--- config.mk ---
export PLATFORM = sky130hd
export DESIGN_NAME = sram_stream_ctrl
export DESIGN_NICKNAME = d
export VERILOG_FILES = /design/src/rtl/sram_stream_ctrl.sv
export SDC_FILE = /design/constraint.sdc
export NUM_CORES = 1
export LEC_CHECK = 0
export BUFFER_PORTS_ARGS = -buffer_cell sky130_fd_sc_hd__buf_2
export CAP_MARGIN = 20
export CELL_PAD_IN_SITES_DETAIL_PLACEMENT = 1
export CELL_PAD_IN_SITES_GLOBAL_PLACEMENT = 2
export CORE_MARGIN = 3
export CORE_UTILIZATION = 30
export CTS_BUF_LIST = sky130_fd_sc_hd__clkbuf_8
export CTS_CLUSTER_DIAMETER = 40
export CTS_CLUSTER_SIZE = 40
export DETAILED_ROUTE_END_ITERATION = 10
export HOLD_SLACK_MARGIN = 0.03
export PLACE_DENSITY_LB_ADDON = 0.1
export RECOVER_POWER = 50
export SLEW_MARGIN = 10
export SYNTH_ARGS = -nofsm -noshare
export SYNTH_HDL_FRONTEND = slang
export SYNTH_SLANG_ARGS = --single-unit
--- constraint.sdc ---
create_clock -name clk -period 7.4 [get_ports clk]
set_input_delay 0.37 -clock clk [delete_from_list [all_inputs] [get_ports clk]]
set_output_delay 0.37 -clock clk [all_outputs]
set_load 0.01 [all_outputs]
--- src/rtl/sram_stream_ctrl.sv ---
// Command-driven burst controller in front of a dual-port SRAM with a shared write enable.
// Writes are packed into two-word commits; reads fetch two words and stream them one per handshake.
module sram_stream_ctrl #(
    parameter int SIZE       = 300,
    parameter int DATA_WIDTH = 32,
    parameter int ADDR_WIDTH = 10
) (
    input  logic                  clk,
    input  logic                  rst,
    input  logic                  cmd_valid,
    output logic                  cmd_ready,
    input  logic                  cmd_write,
    input  logic [ADDR_WIDTH-1:0] cmd_addr,
    input  logic [ADDR_WIDTH:0]   cmd_len,
    input  logic                  wd_valid,
    output logic                  wd_ready,
    input  logic [DATA_WIDTH-1:0] wd_data,
    output logic                  rd_valid,
    input  logic                  rd_ready,
    output logic [DATA_WIDTH-1:0] rd_data,
    output logic                  done,
    output logic                  err,
    output logic                  mem_we,
    output logic [ADDR_WIDTH-1:0] mem_addr1,
    output logic [ADDR_WIDTH-1:0] mem_addr2,
    output logic [DATA_WIDTH-1:0] mem_din1,
    output logic [DATA_WIDTH-1:0] mem_din2,
    input  logic [DATA_WIDTH-1:0] mem_dout1,
    input  logic [DATA_WIDTH-1:0] mem_dout2
);

    typedef enum logic [2:0] {
        S_IDLE, S_WR0, S_WR1, S_WCOMMIT, S_RFETCH, S_REMIT0, S_REMIT1, S_DONE
    } state_t;

    localparam logic [ADDR_WIDTH+1:0] SIZE_W = (ADDR_WIDTH+2)'(SIZE);

    state_t                state;
    logic [ADDR_WIDTH-1:0] ptr;
    logic [ADDR_WIDTH:0]   remaining;
    logic [DATA_WIDTH-1:0] hold0;
    logic [DATA_WIDTH-1:0] hold1;
    logic                  pair;
    logic                  err_q;

    logic [ADDR_WIDTH+1:0] end_addr;
    logic                  two_left;
    logic [ADDR_WIDTH:0]   adv;
    logic [ADDR_WIDTH-1:0] ptr_next1;

    // Range check is done two bits wider than the address so the sum cannot wrap.
    assign end_addr  = {2'b00, cmd_addr} + {1'b0, cmd_len};
    assign two_left  = remaining > (ADDR_WIDTH+1)'(1);
    assign ptr_next1 = ptr + ADDR_WIDTH'(1);

    always_comb begin
        adv = (ADDR_WIDTH+1)'(1);
        if (state == S_RFETCH) begin
            if (two_left) adv = (ADDR_WIDTH+1)'(2);
        end else if (pair) begin
            adv = (ADDR_WIDTH+1)'(2);
        end
    end

    // NOTE: state and data registers use non-blocking assignments so every
    // register samples the pre-edge values of its neighbours.
    always_ff @(posedge clk) begin
        if (rst) begin
            state     <= S_IDLE;
            ptr       <= '0;
            remaining <= '0;
            hold0     <= '0;
            hold1     <= '0;
            pair      <= 1'b0;
            err_q     <= 1'b0;
        end else begin
            case (state)
                S_IDLE: begin
                    if (cmd_valid) begin
                        ptr       <= cmd_addr;
                        remaining <= cmd_len;
                        err_q     <= 1'b0;
                        if (cmd_len == '0) begin
                            state <= S_DONE;
                        end else if (end_addr > SIZE_W) begin
                            err_q <= 1'b1;
                            state <= S_DONE;
                        end else begin
                            state <= cmd_write ? S_WR0 : S_RFETCH;
                        end
                    end
                end
                S_WR0: begin
                    if (wd_valid) begin
                        hold0 <= wd_data;
                        pair  <= two_left;
                        state <= two_left ? S_WR1 : S_WCOMMIT;
                    end
                end
                S_WR1: begin
                    if (wd_valid) begin
                        hold1 <= wd_data;
                        state <= S_WCOMMIT;
                    end
                end
                S_WCOMMIT: begin
                    ptr       <= ptr + adv[ADDR_WIDTH-1:0];
                    remaining <= remaining - adv;
                    state     <= (remaining == adv) ? S_DONE : S_WR0;
                end
                S_RFETCH: begin
                    hold0     <= mem_dout1;
                    hold1     <= mem_dout2;
                    pair      <= two_left;
                    ptr       <= ptr + adv[ADDR_WIDTH-1:0];
                    remaining <= remaining - adv;
                    state     <= S_REMIT0;
                end
                S_REMIT0: begin
                    if (rd_ready) state <= pair ? S_REMIT1 : S_DONE;
                end
                S_REMIT1: begin
                    if (rd_ready) state <= (remaining == '0) ? S_DONE : S_RFETCH;
                end
                S_DONE: begin
                    state <= S_IDLE;
                end
                default: begin
                    state <= S_IDLE;
                end
            endcase
        end
    end

    // Outputs are decoded purely from registered state; only mem_we also sees rst
    // so that no SRAM write can land in a reset cycle.
    always_comb begin
        cmd_ready = 1'b0;
        wd_ready  = 1'b0;
        rd_valid  = 1'b0;
        rd_data   = '0;
        done      = 1'b0;
        err       = 1'b0;
        mem_we    = 1'b0;
        mem_addr1 = '0;
        mem_addr2 = '0;
        mem_din1  = '0;
        mem_din2  = '0;
        case (state)
            S_IDLE:  cmd_ready = 1'b1;
            S_WR0,
            S_WR1:   wd_ready  = 1'b1;
            S_WCOMMIT: begin
                mem_we    = !rst;
                mem_addr1 = ptr;
                mem_din1  = hold0;
                mem_addr2 = pair ? ptr_next1 : ptr;
                mem_din2  = pair ? hold1 : hold0;
            end
            S_RFETCH: begin
                mem_addr1 = ptr;
                mem_addr2 = two_left ? ptr_next1 : ptr;
            end
            S_REMIT0: begin
                rd_valid = 1'b1;
                rd_data  = hold0;
            end
            S_REMIT1: begin
                rd_valid = 1'b1;
                rd_data  = hold1;
            end
            S_DONE: begin
                done = 1'b1;
                err  = err_q;
            end
            default: cmd_ready = 1'b0;
        endcase
    end

endmodule

* Word-level counts from Yosys, hierarchy flattened
Cells that the tools add are included.
Cells by class: div/mod/pow operators 0, magnitude comparators 2, shifts and indexed selects 0, $add $sub $neg 4, mux-type cells 41, eq/ne operators 13, reduce and logical (&&, ||, !) cells 15, multipliers 0, bitwise gates (word level) 0
Operator list (number):
- 32-bit case mux with 2 select lines | 3
- 32-bit 2-to-1 mux | 4
- 10-bit 2-to-1 mux | 4
- 10-bit case mux with 2 select lines | 2
- 3-bit 2-to-1 mux | 9
- 3-bit case mux with 8 select lines | 1
- 11-bit zero test | 2
- 11-bit 2-to-1 mux | 2
- 11-bit case mux with 2 select lines | 1
- 10-bit by 11-bit adder with 12-bit output | 1
- 3-bit == test (second input constant) | 4
- 12-bit by 9-bit greater-than comparator with 1-bit output (second input constant) | 1
- 11-bit == test | 1
- 11-bit by 1-bit greater-than comparator with 1-bit output (second input constant) | 1
- 1-bit 2-to-1 mux | 11
- 11-bit subtractor | 1
- 10-bit by 1-bit adder with 10-bit output (second input constant) | 1
- 10-bit adder | 1
- 2-bit != test (second input constant) | 5
- 2-bit AND reduction | 4
- 3-bit by 2-bit == test with 1-bit output (second input constant) | 2
- 2-bit 2-to-1 mux | 3
- 2-bit nonzero test | 3
- 2-bit OR reduction | 3
- 5 further kinds | 5
Storage, ports and cells: register bits 90, memories kept 0, memory bits (writable) 0, latch bits 0, memory bits (read-only) 0, input port bits 123, output and inout bits 122

* Logic depth before layout (Yosys ltp)
depth in word-level cells 6, gate-level depth with buffers 14, gate-level depth less buffers 14

* Least setup slack after synthesis
No wires, ideal clock.
path kind reg2reg, start reg remaining[5], end reg remaining[6], data required time 7263 ps, library setup time 137 ps, arrival time 2741 ps, cell stages (with the launch flop) 13, clock period less this slack 2878 ps, path buffers 0, slack 4522 ps, cells stage by stage dfxtp_1 nor4_1 nand3_1 nor2_1 nand2_1 o21ai_0 ha_1 fa_1 nand2b_1 or3_1 or4b_1 o21ai_0 a211oi_1
Between the ends: word-level cells in the longest chain between the ends 5
RTL lines:
- from (decl) | line 40 | logic [ADDR_WIDTH:0] remaining;
- from (signal assigned) | line 81 | remaining <= cmd_len;
- from (signal assigned) | line 108 | remaining <= remaining - adv;
- from (signal assigned) | line 116 | remaining <= remaining - adv;
- 11-bit by 1-bit greater-than comparator with 1-bit output | line 53 | assign two_left = remaining > (ADDR_WIDTH+1)'(1);
- 2-bit 2-to-1 mux | line 59 | if (two_left) adv = (ADDR_WIDTH+1)'(2);
- 11-bit 2-to-1 mux | line 58 | if (state == S_RFETCH) begin
- 11-bit subtractor (*) | line 108, 116
- 11-bit case mux with 2 select lines (*) | line 77 | case (state)
Every way passes the cells marked *; elsewhere a longest branch is shown, timed or not. A chain may end at the register's enable or synchronous reset.

* Final worst setup path
start reg state[2], end out mem_addr2[0]
Between the ends: word-level cells in the longest chain between the ends 2, elaborated cells between the ends (all ways) 3, classes of those cells eq/ne (2); mux (1)
RTL lines:
- from (decl) | line 38 | state_t state;
- from (signal assigned) | line 89 | state <= cmd_write ? S_WR0 : S_RFETCH;
- from (signal assigned) | line 97 | state <= two_left ? S_WR1 : S_WCOMMIT;
- from (signal assigned) | line 109 | state <= (remaining == adv) ? S_DONE : S_WR0;
- 3-bit == test / 3-bit by 2-bit == test with 1-bit output (equally long branches) | line 149 | case (state)
- 10-bit case mux with 2 select lines (*) | line 149
- to (decl) | line 25 | output logic [ADDR_WIDTH-1:0] mem_addr2,
Marked as above.

==> qor_table.md <==
| Parameter | This run | Unit |
| --- | --- | --- |
| Hpwl dp | 18.46 | mm |
| H-tree lvl count | 3 | - |
| Clk buf depth | 2 | - |
| Weighted congestion at the end of routability-driven global placement | 0.7947 | - |
| Switching power | 1.474 | mW |
| Mean routed wirelength per cell | 19.43 | um |
| Number of maximum-capacitance violations | 4 | - |
| Final standard cell utilization of the core | 0.3798 | - |
| Yosys synthesis warning count | 0 | - |
| Setup Viol. Count Final | 0 | - |
| Critical path fanouts, max | 41 | - |
| Clock network power share | 0.112 | - |
| CTS tree | built | - |
| First-pass GRT wire length | 41.92 | mm |
| Switching Share | 0.5032 | - |
| Effective utilization at floorplan | 0.3091 | - |
| Vertical extent of the die | 154.1 | um |
| Overflow left after global routing | 0 | - |
| Die span in x | 154.1 | um |
| DRC violation count after routing | 0 | - |
| Clock Tree Root | sky130_fd_sc_hd__clkbuf_8 | - |
| Crit Path Category | register to primary output | - |
| Required time of the critical path | 7.03 | ns |
| Leading cell type in the layout, fill and taps excluded | sky130_fd_sc_hd__buf_2 | - |
| Worst-margin pin slew | 2.878 | ns |
| Clock latency of the later-clocked register in the worst-skew pair | 0.39 | ns |
| Ratio of total power to cell area | 362.4 | nW/um2 |
| Endpoint kind of the worst setup timing path | primary output | - |
| Total nets after synthesis | 1034 | - |
| Layout cells sized above 1 | 0.2236 | - |
| Resize count post-CTS | 0 | - |
| Synthesized area | 6579 | um2 |
| Nets@finish | 1224 | - |
| Part of the total power dissipated in sequential elements | 0.326 | - |
| Count of standard-cell rows | 53 | - |
| Synth top area cells | sky130_fd_sc_hd__dfxtp_1, sky130_fd_sc_hd__mux2i_1, sky130_fd_sc_hd__nor2_1 | - |
| Routed wire length | 26.57 | mm |
| Static leakage power | 3.508 | nW |
| Maximum number of pins on one net before global-route repair | 104 | - |
| Hold Fails Final Rpt | 0 | - |
| IR Drop Worst-Case VDD | 0.1517 | mV |
| Most instantiated flip-flop cell in the synthesis netlist | sky130_fd_sc_hd__dfxtp_1 | - |
| Area share of the leading cell type in the synthesized netlist | 0.2739 | - |
| Count of distinct cell types in the synthesized netlist | 60 | - |
| Clock buffers created by TritonCTS | 9 | - |
| First DRT Iteration DRCs | 377 | - |
| Violations in the final reports | capacitance limit, slew limit | - |
| Antenna violations before repair | 3 | - |
| Status | finished with violations | - |
| Headroom to the max-slew limit | -0.9183 | - |
| Instance count of the mapped netlist | 893 | - |
| Layout overhead on the synthesized area | 22.88 | % |
| # clock sinks | 90 | - |
| EDFF count, synth | 0 | - |
| Number of register bits inferred by synthesis | 90 | - |
| Final min period | 4.754 | ns |
| Sum of negative setup slack | 0 | ns |
| Vias per cell | 5.341 | - |
| Top metal layer carrying routed signals | met4 | - |
| Most frequent cells in the layout | sky130_fd_sc_hd__buf_2, sky130_fd_sc_hd__nor2_1, sky130_fd_sc_hd__nand2_1, sky130_fd_sc_hd__dfxtp_1, sky130_fd_sc_hd__mux2i_1 | - |
| Met3 layer wire length in the routed design | 1.428 | mm |
| Max Slew Vio Count | 187 | - |
| Placeable core area | 21290 | um2 |
| Clock slew seen by the registers of the worst setup and hold paths | 0.11 | ns |
| Kind of start point of the critical path | register | - |
| Cell Int Power | 1.456 | mW |
| Path type of the worst min-delay path | primary input to register | - |
| Worst clock skew on the final layout | 0.01490 | ns |
| Arrival time at the worst endpoint | 4.38 | ns |
| Share of the yosys chip area belonging to registers | 0.2739 | - |
| Async set or reset register ratio after synthesis | 0 | - |
| Floorplan die area | 23740 | um2 |
| Total Routing Usage GR | 0.2168 | - |
| Count of port buffers added during placement | 244 | - |
| Top-Level Pins | 245 | - |
| Vias in the first global route | 7341 | - |
| Detailed-routing iteration count for the pre-antenna-repair pass | 5 | - |
| Via count of the routed design | 7301 | - |
| Cell accounting for the most synthesized area | sky130_fd_sc_hd__dfxtp_1 | - |
| Number of buffers inserted by hold repair at cts | 0 | - |
| Routed length on met2 | 11.99 | mm |
| Metal-1 WL | 12.79 | mm |
| Routed Antenna Nets | 0 | - |
| Max Clk Rate | 0.2104 | GHz |
| Post-CTS Setup Repair Bufs | 0 | - |
| Power share of the combinational group | 0.562 | - |
| Part of the cycle the worst path needs | 0.6424 | - |
| RSZ-0062 raised after global routing | no | - |
| Avg Synthesized Cell Area | 7.367 | um2 |
## worst max-delay path: stages (launching register included)
cell	delay, ns
sky130_fd_sc_hd__dfxtp_1	0.77
sky130_fd_sc_hd__nor2b_1	0.10
sky130_fd_sc_hd__buf_4	0.29
sky130_fd_sc_hd__nand2_2	0.12
sky130_fd_sc_hd__clkbuf_1	1.74
sky130_fd_sc_hd__o21ai_1	0.42
sky130_fd_sc_hd__mux2_2	0.41
sky130_fd_sc_hd__buf_2	0.14
## per-stage QoR
stage / power, mW / instance area [um2] / std cells / hold slack, ns / setup slack, ns
5_1_grt: 3.225 / 8079 / 1365 / 0.2187 / 2.283
6_report: 2.930 / 8084 / 1367 / 0.2293 / 2.646
3_5_place_dp: 2.601 / 7930 / 1345 / 0.4845 / 3.843
4_1_cts: 2.944 / 8104 / 1360 / 0.2062 / 3.824
3_3_place_gp: 2.584 / 7930 / 1345 / 0.4790 / 3.970
2_1_floorplan: 2.083 / 6579 / 893 / 0.4551 / 4.522
## path summary, 6_finish.rpt
check	end	slack [ns]	depth (start not counted)	startpoint
max	mem_addr2[0]	2.65	7	state[2]
min	hold0[19]	0.23	3	mem_dout1[19]
max reg2reg	hold1[30]	2.68	5	state[1]
min reg2reg	remaining[0]	0.49	2	remaining[0]
## logic make-up (layout without fill, tap and decap cells)
logic type,Yosys count,count (layout),share of synthesized area
XOR/XNOR,2,2,0.002663
adder cells (fa/ha/maj),18,18,0.03766
AO/OA/AOI/OAI,240,240,0.2560
other,0,5,0
buffers and inverters,92,286,0.05725
multiplexers,68,68,0.1038
flip-flops,90,90,0.2739
AND/OR/NAND/NOR,383,383,0.2687
## power by group through the flow
stage / sequential (mW) / clock [mW] / combinational (mW)
6_report: 0.955 / 0.330 / 1.65
5_1_grt: 1.00 / 0.364 / 1.86
4_1_cts: 0.955 / 0.346 / 1.64
3_5_place_dp: 0.964 / 0 / 1.64
3_3_place_gp: 0.960 / 0 / 1.62
2_1_floorplan: 0.844 / 0 / 1.24
## cell usage after synthesis, types with 6 or more instances
cell                       instances
sky130_fd_sc_hd__clkbuf_1         59
sky130_fd_sc_hd__nand3b_1          6
sky130_fd_sc_hd__nor2_1          150
sky130_fd_sc_hd__and3_1           39
sky130_fd_sc_hd__nor4_1            8
sky130_fd_sc_hd__mux2i_1          66
sky130_fd_sc_hd__nor2b_1           9
sky130_fd_sc_hd__a311oi_1         34
sky130_fd_sc_hd__and2_1           22
sky130_fd_sc_hd__buf_2            13
sky130_fd_sc_hd__dfxtp_1          90
sky130_fd_sc_hd__ha_1             15
sky130_fd_sc_hd__o21ai_0          34
sky130_fd_sc_hd__a22o_1           33
sky130_fd_sc_hd__a21oi_1          45
sky130_fd_sc_hd__nand3_1          11
sky130_fd_sc_hd__o21ai_1          10
sky130_fd_sc_hd__inv_1            13
sky130_fd_sc_hd__a211oi_1         39
sky130_fd_sc_hd__nand2b_1          6
sky130_fd_sc_hd__nand2_1         109
sky130_fd_sc_hd__nor3_1            8
## metal layers
layer | global-route usage | vias to the layer above
met5 | 0 | -
met4 | 0.05551 | 0
met3 | 0.03265 | 22
met2 | 0.3365 | 196
met1 | 0.3141 | 3475
li1 | - | 3608
## layout make-up
cell class	instances	area, um2
Inverter	13	48.80
Fill cell	2745	13200
Clock buffer	9	123.9
Tap cell	275	344.1
Clock inverter	6	50.05
Multi-Input combinational cell	711	4418
Timing Repair Buffer	258	1284
Sequential cell	90	1803
Antenna cell	5	12.51
## flip-flops by register name, indices dropped and copies added, names as in the netlist
register   flops
err_q          1
hold0         32
ptr           10
pair           1
remaining     11
hold1         32
state          3
(Power assumes the default switching activity.)
